===== src/rtl/dwt_pkg.sv =====
// Shared definitions for the DWT analysis path: default widths, decimation
// phase constants and the signed saturate-narrow helpers.
package dwt_pkg;

   localparam int W_IN_DEF  = 40;
   localparam int W_OUT_DEF = 25;

   localparam bit PHASE_EVEN = 1'b0;
   localparam bit PHASE_ODD  = 1'b1;

   // Largest and smallest value representable in a signed field of width w.
   function automatic logic signed [63:0] sat_max(input int w);
      return (64'sd1 <<< (w - 1)) - 64'sd1;
   endfunction

   function automatic logic signed [63:0] sat_min(input int w);
      return -(64'sd1 <<< (w - 1));
   endfunction

   function automatic logic sat_clip(input logic signed [63:0] x, input int w);
      return (x > sat_max(w)) || (x < sat_min(w));
   endfunction

   // Callers keep only the low w bits; the clamp guarantees they never wrap.
   function automatic logic signed [63:0] sat_narrow(input logic signed [63:0] x, input int w);
      if (x > sat_max(w))
         return sat_max(w);
      else if (x < sat_min(w))
         return sat_min(w);
      else
         return x;
   endfunction

endpackage


===== src/rtl/dwt_fifo2.sv =====
// Two-entry synchronous FIFO whose head entry is held in its own register,
// so the consumer always sees a flop output.
module dwt_fifo2 #(
   parameter int W = 26
) (
   input  logic         clk,
   input  logic         rstn,
   input  logic         push,
   input  logic [W-1:0] push_data,
   input  logic         pop,
   output logic [W-1:0] head,
   output logic         empty,
   output logic         full
);

   logic [W-1:0] tail;
   logic [1:0]   cnt;
   logic [1:0]   cnt_nxt;
   logic         push_ok;
   logic         pop_ok;

   assign push_ok = push & ~full;
   assign pop_ok  = pop & ~empty;

   always_comb begin
      cnt_nxt = cnt;
      if (push_ok && !pop_ok)
         cnt_nxt = cnt + 2'd1;
      else if (pop_ok && !push_ok)
         cnt_nxt = cnt - 2'd1;
   end

   always_ff @(posedge clk or negedge rstn) begin
      if (!rstn) begin
         head  <= '0;
         tail  <= '0;
         cnt   <= 2'd0;
         empty <= 1'b1;
         full  <= 1'b0;
      end else begin
         if (push_ok && !pop_ok) begin
            if (cnt == 2'd0)
               head <= push_data;
            else
               tail <= push_data;
         end else if (pop_ok && !push_ok) begin
            if (cnt == 2'd2)
               head <= tail;
         end else if (push_ok && pop_ok) begin
            // Only reachable with one entry: the new word replaces the head.
            head <= push_data;
         end
         cnt   <= cnt_nxt;
         empty <= (cnt_nxt == 2'd0);
         full  <= (cnt_nxt == 2'd2);
      end
   end

endmodule


===== src/rtl/dwt_downsample.sv =====
// Decimate-by-2 stage of the DWT analysis path: keeps one sample per pair,
// saturates it to the coefficient width and queues it for the consumer.
module dwt_downsample
   import dwt_pkg::*;
#(
   parameter int W_IN  = W_IN_DEF,
   parameter int W_OUT = W_OUT_DEF,
   parameter bit PHASE = PHASE_EVEN
) (
   input  logic                    clk,
   input  logic                    rstn,
   input  logic                    in_valid,
   output logic                    in_ready,
   input  logic                    in_sof,
   input  logic signed [W_IN-1:0]  in_data,
   output logic                    out_valid,
   input  logic                    out_ready,
   output logic signed [W_OUT-1:0] out_data,
   output logic                    out_sat
);

   // Handshake: a word moves on a rising edge where valid & ready are both 1;
   // valid never waits on ready, and in_ready comes only from queue state, so
   // out_ready has no combinational path to in_ready.

   logic             ph;
   logic             idx;
   logic             xfer;
   logic             keep;
   logic             fifo_empty;
   logic             fifo_full;
   logic signed [63:0] in_ext;
   logic [W_OUT:0]   push_word;
   logic [W_OUT:0]   head_word;

   assign in_ready = ~fifo_full;
   assign xfer     = in_valid & in_ready;
   assign idx      = in_sof ? 1'b0 : ph;
   assign keep     = xfer & (idx == PHASE);

   // Phase only moves on an accepted sample; in_sof realigns it to index 0.
   always_ff @(posedge clk or negedge rstn) begin
      if (!rstn)
         ph <= 1'b0;
      else if (xfer)
         ph <= ~idx;
   end

   assign in_ext    = 64'(in_data);
   assign push_word = {sat_clip(in_ext, W_OUT), W_OUT'(sat_narrow(in_ext, W_OUT))};

   dwt_fifo2 #(
      .W(W_OUT + 1)
   ) u_fifo (
      .clk       (clk),
      .rstn      (rstn),
      .push      (keep),
      .push_data (push_word),
      .pop       (out_valid & out_ready),
      .head      (head_word),
      .empty     (fifo_empty),
      .full      (fifo_full)
   );

   assign out_valid = ~fifo_empty;
   assign out_data  = head_word[W_OUT-1:0];
   assign out_sat   = head_word[W_OUT];

endmodule

===== config.mk =====
export PLATFORM = sky130hd
export DESIGN_NAME = dwt_downsample
export DESIGN_NICKNAME = d
export VERILOG_FILES = /design/src/rtl/dwt_pkg.sv /design/src/rtl/dwt_fifo2.sv /design/src/rtl/dwt_downsample.sv
export SDC_FILE = /design/constraint.sdc
export NUM_CORES = 1
export LEC_CHECK = 0
export BUFFER_PORTS_ARGS = -buffer_cell sky130_fd_sc_hd__buf_2
export CORE_ASPECT_RATIO = 0.7
export CORE_MARGIN = 10
export CORE_UTILIZATION = 56
export DETAILED_ROUTE_END_ITERATION = 8
export GPL_TIMING_DRIVEN = 1
export PLACE_DENSITY = 0.84
export REMOVE_ABC_BUFFERS = 1
export SLEW_MARGIN = 20
export SYNTH_ARGS = -nofsm -noshare
export SYNTH_HDL_FRONTEND = slang
export SYNTH_SLANG_ARGS = --single-unit

===== constraint.sdc =====
create_clock -name clk -period 3.75 [get_ports clk]
set_input_delay 0 -clock clk [delete_from_list [all_inputs] [get_ports clk]]
set_output_delay 0 -clock clk [all_outputs]
set_load 0.01 [all_outputs]

## Word-level counts from Yosys, hierarchy flattened

Cells that the tools add are included.

- Register bits after elaboration: 57
- Latch bits: 0
- RAM bits: 0
- ROM bits: 0
- Output and inout bits: 28
- Logic and storage cells: 44
- Memories kept: 0

- Add/subtract/negate cells: 2
- Multiply operators: 0
- Div/mod/pow operators: 0
- Magnitude comparators: 2
- Equal/unequal tests: 4
- Shift-type cells: 0
- Muxes and demuxes: 10
- Bitwise gates (word level): 9
- Reductions and logical operators: 11

Operators by type and width:

| operator | number |
|---|---|
| 26-bit two-way mux | 5 |
| 25-bit two-way mux | 2 |
| 40-bit by 25-bit > comparator with 1-bit output (second input constant) | 1 |
| 40-bit by 25-bit less-than comparator with 1-bit output (second input constant) | 1 |
| 1-bit AND | 5 |
| 2-bit == test (second input constant) | 2 |
| 2-bit logical NOT | 2 |
| 2-bit two-way mux | 2 |
| 1-bit inverter | 4 |
| 1-bit logical AND | 3 |
| 3-bit by 2-bit != test with 1-bit output (second input constant) | 1 |
| 3-bit AND reduction | 1 |
| 3-bit nonzero test | 1 |
| 2-bit by 1-bit adder with 2-bit output (second input constant) | 1 |
| 1-bit logical NOT | 2 |
| 2-bit != test (second input constant) | 1 |
| 2-bit AND reduction | 1 |
| 2-bit by 1-bit subtractor with 2-bit output (second input constant) | 1 |
| 1-bit logical OR | 1 |
| 1-bit two-way mux | 1 |

## Logic depth before layout (Yosys ltp)

- Depth after elaboration: 9
- Mapped depth: 7
- Mapped depth without buffers: 5

## Hierarchy

Synthesis repeated with hierarchy kept, for this count alone.

- Cell total of the unflattened synthesis: 216
- Area, all modules: 3,121.7 um2

Modules (own cells, without submodules):

| module | times used | cells each | area an instance (um2) | sequential area each (um2) |
|---|---|---|---|---|
| dwt_fifo2 | 1 | 168 | 2,745.1 | 1,402.6 |
| dwt_downsample | 1 | 48 | 376.6 | 25.0 |

## Worst setup path before layout

Ideal clock, no wire load.

- Path type: reg2reg
- Start point: register u_fifo.cnt[1]
- End point: register u_fifo.tail[0]
- Setup time: 0.122 ns
- Data arrival time: 1.574 ns
- Slack: 2.054 ns
- Stages on the path, launching flop included: 8
- Path buffers: 2
- Clock period less this slack: 1.696 ns
- Cells stage by stage: dfrtp_1 -> inv_1 -> ha_1 -> nor4_4 -> nor2b_1 -> buf_2 -> buf_4 -> a21oi_1

- Cells in the longest elaborated chain, start to end: 3

RTL lines:

| item | line | RTL |
|---|---|---|
| start: declaration | dwt_fifo2.sv:17 | `logic [1:0] cnt;` |
| start signal: assignment | dwt_fifo2.sv:53 | `cnt <= cnt_nxt;` |
| 2-bit logical NOT | dwt_fifo2.sv:42 | `if (cnt == 2'd0)` |
| 1-bit inverter (no source line) | -- |  |
| 2-bit AND reduction (no source line) | -- |  |
| end signal: assignment | dwt_fifo2.sv:45 | `tail <= push_data;` |
| end: declaration | dwt_fifo2.sv:16 | `logic [W-1:0] tail;` |

Every way passes these cells.
A chain may end at the register's enable or synchronous reset.

## Worst setup path after layout

- Start point: register u_fifo.empty
- End point: register u_fifo.head[24]

- Cells in the longest elaborated chain, start to end: 7
- Elaborated cells between the ends (all ways): 13

RTL lines:

| item | line | RTL |
|---|---|---|
| start: declaration | dwt_fifo2.sv:12 | `output logic empty,` |
| start signal: assignment | dwt_fifo2.sv:54 | `empty <= (cnt_nxt == 2'd0);` |
| 1-bit inverter * | dwt_fifo2.sv:23, dwt_downsample.sv:65 |  |
| 1-bit AND | dwt_downsample.sv:59 | `.pop (out_valid & out_ready),` |
| 1-bit AND * | dwt_fifo2.sv:23 | `assign pop_ok = pop & ~empty;` |
| 1-bit logical NOT | dwt_fifo2.sv:41 | `if (push_ok && !pop_ok) begin` |
| 1-bit logical AND | dwt_fifo2.sv:41 |  |
| 3-bit by 2-bit != test with 1-bit output (no source line) (tied with other cells) | -- |  |
| 3-bit AND reduction (no source line) | -- |  |
| end signal: assignment | dwt_fifo2.sv:43 | `head <= push_data;` |
| end signal: assignment | dwt_fifo2.sv:48 | `head <= tail;` |
| end signal: assignment | dwt_fifo2.sv:51 | `head <= push_data;` |
| end: declaration | dwt_fifo2.sv:11 | `output logic [W-1:0] head,` |

Every way passes the cells marked *; elsewhere a longest branch is shown, timed or not.

==> metrics.md <==
| Metric | Value |
|---|---|
| Dpl hpwl | 4621 µm |
| Final design utilization | 76.19% |
| Synthesized area | 2746 µm² |
| WL per Instance | about 17 µm |
| CP Class | flip-flop to flip-flop |
| Area share of the largest cell type after synthesis | approximately half |
| Clk buf depth | 2 |
| ANT nets after route | 0 |
| CP Capture Type | flip-flop |
| CP startpoint kind | flip-flop |
| Clock Root Buffer | clkbuf_8 |
| # DRC | 0 |
| Initial DRC Count | about 220 |
| Vias in the first global route | roughly 2500 |
| Slew @ Worst Pin | ~0.95 ns |
| Final setup viols | 0 |
| Vias per inst | between 5 and 6 |
| Clock sink count | 57 |
| Synth warnings | 0 |
| Setup tns final | 0 ns |
| Ports | 73 |
| Max Freq | roughly 400 MHz |
| GRT Residual Overflow | 0 |
| RePlAce Congestion | approximately 0.84 |
| FF-to-FF path depth | 4 |
| Placement Cell Area | 3127 µm² |
| Ranking of synthesized cells by area | dfrtp_1, a21oi_1, o2bb2ai_1 |
| Diode count | 0 |
| Crit-path max FO | 26 |
| Cell taking the most area after synthesis | dfrtp_1 |
| Seq/Total Area, Yosys | 51.98% |
| Final Cycle Share | about two thirds |
| Clk slew on worst S/H paths | approximately 0.060 ns |
| Post-Place Setup Slack | 1.300 ns |
| Routed vias | 2458 |
| Synth cell types | 35 |
| Largest net degree at the start of global routing | 58 |
| Crit path arrival time | 2.75 ns |
| Run status | completed |
| Drt pass-1 iters | 4 |
| Hold path cells | 4 |
| Die area | approximately 8100 µm² |
| Rel. slew slack | between 30% and 40% |
| First-pass GRT wire length | between 10000 and 15000 µm |
| Slack of the critical path | ~1.2 ns |
| Post-synthesis register bit count | 57 |
| Post-CTS Setup Inserts | 0 |
| Total CTS buffers | 9 |
| Initial antenna violation count | 0 |
| Clock Latency Late Sink | ~0.34 ns |
| Fin nets | about 410 |
| Core Footprint | ~4800 µm² |
| Syn Area/Cell | about 10 µm² |
| Layout cell share with drive strength beyond 1 | between 20% and 30% |
| Final instance area | between 3000 and 4000 µm² |
| Row count | 21 |
| # port buffers | 72 |
| Hold WS | approximately 0.15 ns |
| P&R area growth vs syn | 31.94% |
| Pleak | 0.001582 µW |
| Die H | between 70 and 80 µm |
| DRT Wirelength | 7684 µm |
| Final Hold Vio Count | 0 |
| Max-cap violations | 0 |
| H-tree depth | 3 |
| Req. time, crit path | roughly 4.0 ns |
| Clock Skews | roughly 0.0044 ns |
| Initial Util | slightly below 60% |
| RSZ-0062 raised after global routing | no |
| Fin. max-slew vios | 0 |
| Gr usage total | a little under a fifth |
| Syn Inst Count | ~270 |
| VDD IR-drop max | roughly 0.35 mV |
| Chip width | between 100 and 150 µm |
| Tightest Hold Check Type | input pin to flip-flop |
| Period minus WS final | 2.525 ns |
| Power density over the cells | about 760 nW/µm² |
| CTS tree | yes |
[routing by layer]
layer / routed length, µm / GRT usage, % / vias to the layer above / share of wire [%]
met5: 0 / 0 / - / 0
met4: 67 / 5.263 / 0 / 0.87
met3: 612 / 8.075 / 6 / 8.0
met2: 3435 / 29.80 / 94 / 45
met1: 3569 / 24.08 / 1168 / 46
li1: - / - / 1190 / -
[synthesized netlist by cell type]
cell,instances
clkbuf_1,4
a21oi_1,50
nand2b_4,1
nor2b_4,1
o41a_1,1
nand2b_1,1
o211ai_1,1
nor3_1,3
a41oi_2,1
o211a_1,1
nand4_1,3
a21boi_2,1
a211o_1,1
dfstp_2,1
nand3_1,1
nor4_1,3
ha_1,2
buf_4,6
inv_1,4
nand2_1,28
dfrtp_1,56
nor2b_1,3
nor4_4,1
mux2_2,3
o41ai_2,1
nor2_4,1
o21ai_0,1
a211oi_1,24
and2_1,1
xnor2_1,2
and3b_1,1
buf_2,13
o2bb2ai_1,25
o22ai_1,1
nor2_1,26
[cell usage in the layout (no fill, tap or decap), types with 2 or more instances in the layout]
| master | count |
|---|---|
| buf_2 | 72 |
| dfrtp_1 | 56 |
| a21oi_1 | 50 |
| nand2_1 | 28 |
| dlygate4sd3_1 | 27 |
| nor2_1 | 26 |
| o2bb2ai_1 | 25 |
| a211oi_1 | 24 |
| clkbuf_8 | 14 |
| buf_4 | 6 |
| inv_1 | 4 |
| nor3_1 | 3 |
| nand4_1 | 3 |
| nor4_1 | 3 |
| mux2_2 | 3 |
| nor2b_1 | 2 |
| xnor2_1 | 2 |
| ha_1 | 2 |
[path summary, 6_finish.rpt]
kind	start	endpoint	slack (ns)
worst min register to register	u_fifo.head[4]$_DFFE_PN0P_	u_fifo.head[4]$_DFFE_PN0P_	0.48
max in group asynchronous	rstn	u_fifo.head[3]$_DFFE_PN0P_	2.94
worst max register to register	u_fifo.empty$_DFF_PN1_	u_fifo.head[24]$_DFFE_PN0P_	1.23
worst max-delay path	u_fifo.empty$_DFF_PN1_	u_fifo.head[24]$_DFFE_PN0P_	1.23
worst min-delay path	in_sof	ph$_DFFE_PN0P_	0.15
min in group asynchronous	rstn	u_fifo.head[7]$_DFFE_PN0P_	0.33
[worst max-delay path, cell delays in order, from the launching register on]
cell,delay [ns]
dfstp_2,0.38
nor2b_1,0.54
o211a_1,0.83
nor2_4,0.31
mux2_2,0.35
[final cells by class]
| cell class | instances | area (µm²) |
|---|---|---|
| Multi-Input combinational cell | 189 | 1192 |
| Tap cell | 69 | 86.33 |
| Clock buffer | 15 | 196.4 |
| Sequential cell | 57 | 1428 |
| Inverter | 4 | 15.01 |
| Fill cell | 320 | 1132 |
| Timing Repair Buffer | 105 | 675.6 |
| Clock inverter | 1 | 30.03 |
[flip-flops by register name (all words and copies together) (netlist names)]
register,flops
u_fifo.head,26
u_fifo.tail,26
u_fifo.cnt,2
ph,1
u_fifo.empty,1
u_fifo.full,1
[through the flow]
step / std cells / total power [µW]
5_1_grt: 440 / 2953
6_report: 440 / 2769
2_1_floorplan: 250 / 1710
4_1_cts: 440 / 2775
3_3_place_gp: 397 / 2055
3_5_place_dp: 397 / 2097
[report_power, final]
group	switching (µW)	leakage [µW]	total (µW)	internal, µW
sequential	160	0.000650	1080	918
clock	239	0.000116	637	398
combinational	592	0.000816	1050	462
total	991	0.00158	2770	1780
[what timing repair did]
action / in CTS / in global routing
hold buffers: 27 / 0
endpoints found under the hold margin: 106 / 0
gates resized for setup: 0 / 0
[cells by family after synthesis]
kind of cell / Yosys count / synth area share [%]
AOI/OAI and AO/OA: 108 / 27.02
and+or+nand+nor: 74 / 13.12
DFF: 57 / 51.98
buffers and inverters: 27 / 5.102
muxes: 3 / 1.230
xor gates and xnor gates: 2 / 0.6379
adders and majority gates: 2 / 0.9110
Power figures use the tool's default switching activity.
